===== config.mk =====
export PLATFORM = sky130hd
export DESIGN_NAME = lsu_mem_initiator_flat
export DESIGN_NICKNAME = d
export VERILOG_FILES = /design/src/rtl/lsu_mem_initiator_if.sv /design/src/rtl/lsu_mem_initiator.sv /design/src/flat_wrapper.sv
export SDC_FILE = /design/constraint.sdc
export NUM_CORES = 1
export LEC_CHECK = 0
export ABC_CLOCK_PERIOD_IN_PS = 2700
export CAP_MARGIN = 20
export CORE_AREA = 2 2 119 121
export CTS_CLUSTER_SIZE = 40
export DETAILED_ROUTE_END_ITERATION = 16
export DIE_AREA = 0 0 121 123
export MAX_ROUTING_LAYER = met4
export PLACE_DENSITY_LB_ADDON = 0.12
export SKIP_LAST_GASP = 1
export SYNTH_ARGS = -nofsm -noshare
export SYNTH_HDL_FRONTEND = slang
export SYNTH_SLANG_ARGS = --single-unit

===== constraint.sdc =====
create_clock -name clk -period 2.7 [get_ports clk]
set_input_delay 0.405 -clock clk [delete_from_list [all_inputs] [get_ports clk]]
set_output_delay 0.405 -clock clk [all_outputs]
set_load 0.02 [all_outputs]

===== src/rtl/lsu_mem_initiator_if.sv =====
// lsu_mem_initiator_if: request, response and data-RAM port bundle
// for the MEM-stage load/store initiator.
interface lsu_mem_initiator_if #(
  parameter int ADDR_WIDTH = 32,
  parameter int DATA_WIDTH = 32
);
  logic                  req_valid;
  logic                  req_ready;
  logic                  req_we;
  logic [1:0]            req_size;
  logic                  req_unsigned;
  logic [31:0]           req_pc;
  logic [ADDR_WIDTH-1:0] req_addr;
  logic [DATA_WIDTH-1:0] req_wdata;

  logic                  resp_valid;
  logic                  resp_ready;
  logic [DATA_WIDTH-1:0] resp_rdata;
  logic                  resp_excp;
  logic [ADDR_WIDTH-1:0] resp_badv;

  logic                  ram_ce;
  logic                  ram_we;
  logic [31:0]           ram_pc;
  logic [ADDR_WIDTH-1:0] ram_addr;
  logic [3:0]            ram_sel;
  logic [DATA_WIDTH-1:0] ram_wdata;
  logic [DATA_WIDTH-1:0] ram_rdata;

  modport slave (
    input  req_valid, req_we, req_size, req_unsigned,
    input  req_pc, req_addr, req_wdata,
    input  resp_ready, ram_rdata,
    output req_ready,
    output resp_valid, resp_rdata, resp_excp, resp_badv,
    output ram_ce, ram_we, ram_pc, ram_addr, ram_sel, ram_wdata
  );

  modport master (
    output req_valid, req_we, req_size, req_unsigned,
    output req_pc, req_addr, req_wdata,
    output resp_ready, ram_rdata,
    input  req_ready,
    input  resp_valid, resp_rdata, resp_excp, resp_badv,
    input  ram_ce, ram_we, ram_pc, ram_addr, ram_sel, ram_wdata
  );
endinterface


===== src/rtl/lsu_mem_initiator.sv =====
// lsu_mem_initiator: MEM-stage load/store initiator for one data-RAM port.
// Define LSU_ALIGN_CHECK_EN to trap misaligned half/word accesses.
module lsu_mem_initiator #(
  parameter int ADDR_WIDTH = 32,
  parameter int DATA_WIDTH = 32
) (
  input  logic               clk,
  input  logic               rst,
  lsu_mem_initiator_if.slave bus
);

  typedef enum logic [1:0] {
    IDLE    = 2'd0,
    RD_WAIT = 2'd1,
    RESP    = 2'd2
  } state_t;

  state_t state;
  state_t state_nxt;

  logic                  accept;
  logic                  misal;
  logic                  issue;
  logic [1:0]            off_q;
  logic [1:0]            size_q;
  logic                  uns_q;
  logic [DATA_WIDTH-1:0] rdata_q;
  logic [DATA_WIDTH-1:0] ld_data;
  logic [7:0]            ld_b;
  logic [15:0]           ld_h;
  logic [3:0]            st_sel;
  logic [DATA_WIDTH-1:0] st_wdata;

  assign accept = (state == IDLE) & ~rst & bus.req_valid;

`ifdef LSU_ALIGN_CHECK_EN
  assign misal =
    ((bus.req_size == 2'b01) & bus.req_addr[0]) |
    (bus.req_size[1] & (bus.req_addr[1:0] != 2'b00));
`else
  assign misal = 1'b0;
`endif

  assign issue = accept & ~misal;

  // Store byte strobes and lane-replicated write data by size
  always_comb begin
    st_sel   = 4'b1111;
    st_wdata = bus.req_wdata;
    unique case (1'b1)
      bus.req_size == 2'b00: begin
        st_sel   = 4'b0001 << bus.req_addr[1:0];
        st_wdata = {4{bus.req_wdata[7:0]}};
      end
      bus.req_size == 2'b01: begin
        st_sel   = 4'b0011 << {bus.req_addr[1], 1'b0};
        st_wdata = {2{bus.req_wdata[15:0]}};
      end
      default: ;
    endcase
  end

  // Lane extraction and sign/zero extension of the RAM read word
  always_comb begin
    ld_b    = 8'(bus.ram_rdata >> {off_q, 3'b000});
    ld_h    = off_q[1] ? bus.ram_rdata[31:16]
                       : bus.ram_rdata[15:0];
    ld_data = bus.ram_rdata;
    unique case (1'b1)
      size_q == 2'b00:
        ld_data = {{24{~uns_q & ld_b[7]}}, ld_b};
      size_q == 2'b01:
        ld_data = {{16{~uns_q & ld_h[15]}}, ld_h};
      default: ;
    endcase
  end

  // State register
  always_ff @(posedge clk) begin
    if (rst) state <= IDLE;
    else     state <= state_nxt;
  end

  // Next-state logic
  always_comb begin
    state_nxt = state;
    unique case (state)
      IDLE: begin
        if (accept)
          state_nxt = (issue & ~bus.req_we) ? RD_WAIT : RESP;
      end
      RD_WAIT: state_nxt = RESP;
      RESP: begin
        if (bus.resp_ready) state_nxt = IDLE;
      end
      default: state_nxt = IDLE;
    endcase
  end

  // Handshake and RAM port outputs; RAM is driven only in the accept cycle
  always_comb begin
    bus.req_ready  = (state == IDLE) & ~rst;
    bus.resp_valid = (state == RESP);
    bus.ram_ce     = issue;
    bus.ram_we     = issue & bus.req_we;
    bus.ram_pc     = issue ? bus.req_pc : '0;
    bus.ram_addr   = issue ? {bus.req_addr[ADDR_WIDTH-1:2], 2'b00} : '0;
    bus.ram_sel    = issue ? (bus.req_we ? st_sel : 4'b1111) : 4'b0000;
    bus.ram_wdata  = (issue & bus.req_we) ? st_wdata : '0;
  end

  // Load context at accept, response data once the RAM word arrives
  always_ff @(posedge clk) begin
    if (rst) begin
      off_q   <= 2'b00;
      size_q  <= 2'b00;
      uns_q   <= 1'b0;
      rdata_q <= '0;
    end else if (accept) begin
      off_q   <= bus.req_addr[1:0];
      size_q  <= bus.req_size;
      uns_q   <= bus.req_unsigned;
      rdata_q <= '0;
    end else if (state == RD_WAIT) begin
      rdata_q <= ld_data;
    end
  end

  assign bus.resp_rdata = rdata_q;

`ifdef LSU_ALIGN_CHECK_EN
  logic                  excp_q;
  logic [ADDR_WIDTH-1:0] badv_q;

  // Latch the fault flag and faulting address at accept
  always_ff @(posedge clk) begin
    if (rst) begin
      excp_q <= 1'b0;
      badv_q <= '0;
    end else if (accept) begin
      excp_q <= misal;
      badv_q <= misal ? bus.req_addr : '0;
    end
  end

  assign bus.resp_excp = excp_q;
  assign bus.resp_badv = badv_q;
`else
  assign bus.resp_excp = 1'b0;
  assign bus.resp_badv = '0;
`endif

endmodule

===== src/flat_wrapper.sv =====
// flat-port wrapper written by rule: the top's interface ports become plain ports
module lsu_mem_initiator_flat 
#(
  parameter int ADDR_WIDTH = 32,
  parameter int DATA_WIDTH = 32
)
  (clk, rst, bus_req_valid, bus_req_we, bus_req_size, bus_req_unsigned, bus_req_pc, bus_req_addr, bus_req_wdata, bus_resp_ready, bus_ram_rdata, bus_req_ready, bus_resp_valid, bus_resp_rdata, bus_resp_excp, bus_resp_badv, bus_ram_ce, bus_ram_we, bus_ram_pc, bus_ram_addr, bus_ram_sel, bus_ram_wdata);
  lsu_mem_initiator_if #(.ADDR_WIDTH(ADDR_WIDTH), .DATA_WIDTH(DATA_WIDTH)) bus_i ();
  input  logic clk;
  input  logic rst;
  input wire logic [$bits(bus_i.req_valid)-1:0] bus_req_valid;
  input wire logic [$bits(bus_i.req_we)-1:0] bus_req_we;
  input wire logic [$bits(bus_i.req_size)-1:0] bus_req_size;
  input wire logic [$bits(bus_i.req_unsigned)-1:0] bus_req_unsigned;
  input wire logic [$bits(bus_i.req_pc)-1:0] bus_req_pc;
  input wire logic [$bits(bus_i.req_addr)-1:0] bus_req_addr;
  input wire logic [$bits(bus_i.req_wdata)-1:0] bus_req_wdata;
  input wire logic [$bits(bus_i.resp_ready)-1:0] bus_resp_ready;
  input wire logic [$bits(bus_i.ram_rdata)-1:0] bus_ram_rdata;
  output wire logic [$bits(bus_i.req_ready)-1:0] bus_req_ready;
  output wire logic [$bits(bus_i.resp_valid)-1:0] bus_resp_valid;
  output wire logic [$bits(bus_i.resp_rdata)-1:0] bus_resp_rdata;
  output wire logic [$bits(bus_i.resp_excp)-1:0] bus_resp_excp;
  output wire logic [$bits(bus_i.resp_badv)-1:0] bus_resp_badv;
  output wire logic [$bits(bus_i.ram_ce)-1:0] bus_ram_ce;
  output wire logic [$bits(bus_i.ram_we)-1:0] bus_ram_we;
  output wire logic [$bits(bus_i.ram_pc)-1:0] bus_ram_pc;
  output wire logic [$bits(bus_i.ram_addr)-1:0] bus_ram_addr;
  output wire logic [$bits(bus_i.ram_sel)-1:0] bus_ram_sel;
  output wire logic [$bits(bus_i.ram_wdata)-1:0] bus_ram_wdata;
  assign bus_i.req_valid = bus_req_valid;
  assign bus_i.req_we = bus_req_we;
  assign bus_i.req_size = bus_req_size;
  assign bus_i.req_unsigned = bus_req_unsigned;
  assign bus_i.req_pc = bus_req_pc;
  assign bus_i.req_addr = bus_req_addr;
  assign bus_i.req_wdata = bus_req_wdata;
  assign bus_i.resp_ready = bus_resp_ready;
  assign bus_i.ram_rdata = bus_ram_rdata;
  assign bus_req_ready = bus_i.req_ready;
  assign bus_resp_valid = bus_i.resp_valid;
  assign bus_resp_rdata = bus_i.resp_rdata;
  assign bus_resp_excp = bus_i.resp_excp;
  assign bus_resp_badv = bus_i.resp_badv;
  assign bus_ram_ce = bus_i.ram_ce;
  assign bus_ram_we = bus_i.ram_we;
  assign bus_ram_pc = bus_i.ram_pc;
  assign bus_ram_addr = bus_i.ram_addr;
  assign bus_ram_sel = bus_i.ram_sel;
  assign bus_ram_wdata = bus_i.ram_wdata;
  lsu_mem_initiator #(.ADDR_WIDTH(ADDR_WIDTH), .DATA_WIDTH(DATA_WIDTH)) u_core (.clk(clk), .rst(rst), .bus(bus_i));
endmodule

==> summary.txt <==
Run status
  • Outcome: completed

STA
  • Final worst slack: 0.0650 ns
  • Min Tclk post-route: 2.64 ns
  • Relative slew slack: 65.1%
  • Final hold violations: 0
  • Hold slack: 0.508 ns
  • Tightest Pin Transition: 0.521 ns
  • RSZ-0062 raised after global routing: true
  • Final Slew Violations: 0
  • Max Clk Rate: 380 MHz
  • Worst Clk Skew: 0.00641 ns
  • Final setup violation count: 0
  • Setup TNS: 0 ns
  • Final Cycle Share: 97.6%

Floorplan
  • Chip height: 123 um
  • Initial Util: 22.1%
  • Top Ports: 305
  • Die Wd: 121 um
  • Full die area: 0.0149 mm^2
  • Std-Cell Rows: 43
  • Core footprint: 0.0136 mm^2

Logic synthesis
  • Post-synth top flop: dfxtp_1
  • Largest area contributor in the netlist: dfxtp_1
  • Flops & latches, synth: 39
  • Synth Cell Area: 0.00300 mm^2
  • Syn Area/Cell: 7.17 um^2
  • Area contributors post-synth: dfxtp_1 26%, and2_1 13%, buf_4 9.2%
  • Yosys cell types: 35
  • Post-synthesis sequential area ratio: 26.0%
  • Number of flops mapped to enable cells by yosys: 0
  • Synth top area share: 26.0%
  • Mapped Cells: 419
  • Asr flop ratio synth: 0%
  • Synth warn: 0

Global route
  • Initial antenna violation count: 0
  • Congestion Overflow GR: 0
  • GRT Util Overall: 18.8%
  • Pin count of the biggest net entering global routing: 73
  • Vias in the first global route: 3706
  • First-pass GRT wire length: 20800 um

Power and ir drop
  • Pleak: 2.46 nW
  • Design Power: 2.00 mW
  • VDD IR max: 0.210 mV
  • Power Density: 334 mW/mm^2

Route
  • Remaining antenna violation count: 0
  • Via/cell ratio: 4.38
  • Vias: 3767
  • DR pass1 iterations: 4
  • Avg WL per Cell: 16.7 um
  • Final wirelength: 14400 um
  • DRC errors left: 0
  • DRT iter0 DRCs: 189

Layout
  • Antenna cells: 0
  • FF/Latch Area: 781 um^2
  • Final Net Count: 815
  • Area occupied by multi-input gates: 0.00194 mm^2
  • Layout Area Growth over Synthesis: 99.3%
  • Fillers: 1369
  • Final Cell Area: 0.00598 mm^2
  • Layout cells sized above 1: 5.74%
  • Non-Filler Instances: 860
  • Final Util: 44.0%

Clocking
  • Max clock buf depth: 2
  • Worst skew pair latency: 0.29 ns
  • Clk sinks: 39
  • Root buffer selected by CTS: clkbuf_16
  • CTS tree: built
  • Setup Fix Bufs, Post-CTS: 0
  • Max H-tree Level: 2
  • Worst-path clk slew: 0.06 ns
  • Num CTS Buffers: 5

Setup path
  • Worst Setup Start Kind: input port
  • CP Capture Type: primary output
  • Crit path max-delay cell type: clkdlybuf4s50_1
  • Slowest stage delay, CP: 0.61 ns
  • CP required: 2.30 ns
  • WP data arrival: 2.23 ns
  • Worst-path cell chain: clkdlybuf4s50_1 > nand3b_2 > clkinv_1 > buf_12 > and3_1 > clkdlybuf4s50_1
  • Worst Setup Path Type: in2out
  • Most numerous cell on the critical path: clkdlybuf4s50_1
  • Worst-path fanout max: 72

Placed design
  • Port bufs: 269
  • Post-DP HPWL: 11600 um
  • Dpl cell area: 0.00581 mm^2
  • Gpl congestion: 0.818
  • Placed insts: 852
  • DP Worst Slack: 0.0627 ns

Worst hold path
  • Hold Path Class: reg2reg

Job
  • Max-Cap Viols: 0
-- logic make-up after synthesis --
kind of cell           count (synthesis)  synth area share [%]
buffers and inverters                 72                  14.0
muxes                                 27                  9.46
and+or+nand+nor                      164                  28.6
DFF                                   39                  26.0
AOI/OAI and AO/OA                    116                  21.8
other                                  1                 0.125
-- report_power, final --
part / total [mW] / leakage, nW / internal, mW / switching, mW
registers: 0.613 / 0.317 / 0.596 / 0.0168
logic: 0.791 / 2.08 / 0.408 / 0.384
clock network: 0.594 / 0.0664 / 0.345 / 0.249
-- worst max-delay path, delay by kind of cell --
| kind | cells | cell delay [ns] |
|---|---|---|
| buf+inv | 4 | 1.38 |
| simple gates | 2 | 0.43 |
-- routing by layer --
metal / part of all wire, % / global-route usage, % / up-vias
met4: 0.81 / 3.71 / 0
met3: 6.1 / 3.46 / 6
met1: 42 / 23.4 / 1720
li1: - / - / 1880
met5: 0 / - / -
met2: 51 / 32.1 / 161
-- sequential cells by signal, indices dropped and copies added, names as in the netlist --
signal                 cells
u_core.size_q              2
u_core.bus.resp_rdata     32
u_core.state               2
u_core.uns_q               1
u_core.off_q               2
-- cell type report --
type | count | area share (%)
Clock buffer | 5 | 2.09
Inverter | 4 | 0.251
Clock inverter | 3 | 0.397
Sequential cell | 39 | 13.0
Tap cell | 180 | 3.76
Multi-Input combinational cell | 342 | 32.4
Timing Repair Buffer | 287 | 48.1
-- timing repair --
action | 4_1_cts | 5_1_grt
hold endpoints to repair | 0 | 0
resized for setup | 0 | 10
endpoints found under the setup margin | 0 | 16
hold buffers | 0 | 0
-- Yosys cell counts (2+ instances only) --
master    count
mux2i_1      19
clkbuf_1     23
nor2b_1       4
a31oi_1       4
and3_1        8
dfxtp_1      39
o21bai_1      2
nand2b_1      4
nand2_1      43
inv_1         4
and2_1       62
a21oi_1      54
or3_1         7
mux2_2        7
o211ai_1      7
buf_4        37
buf_2         8
nor2_1       29
o21ai_0      37
a222oi_1      6
-- final timing paths --
kind	from	endpoint	slack, ns	cells past startpoint
setup / recovery	rst	bus_ram_wdata[7]	0.06	6
hold / removal	u_core.uns_q	u_core.uns_q	0.51	2
setup reg to reg	u_core.off_q[1]	u_core.bus.resp_rdata[18]	0.87	5
hold reg to reg	u_core.uns_q	u_core.uns_q	0.51	2
-- placed cells by master, fill, tap and decap left out, types with 4 or more instances in the layout --
master           netlist  routed
a31oi_1                4       4
mux2_2                 7       7
o211ai_1               7       7
dfxtp_1               39      39
conb_1                 1      35
dlymetal6s2s_1         0      10
a21oi_1               54      53
nand2_1               43      43
and3_1                 8       8
nor2_1                29      29
clkdlybuf4s50_1        0     259
nand2b_1               4       4
and2_1                62      62
buf_4                 37      16
clkbuf_16              0       5
a222oi_1               6       6
or3_1                  7       7
o21ai_0               37      37
mux2i_1               19      19
(Power assumes the default switching activity.)
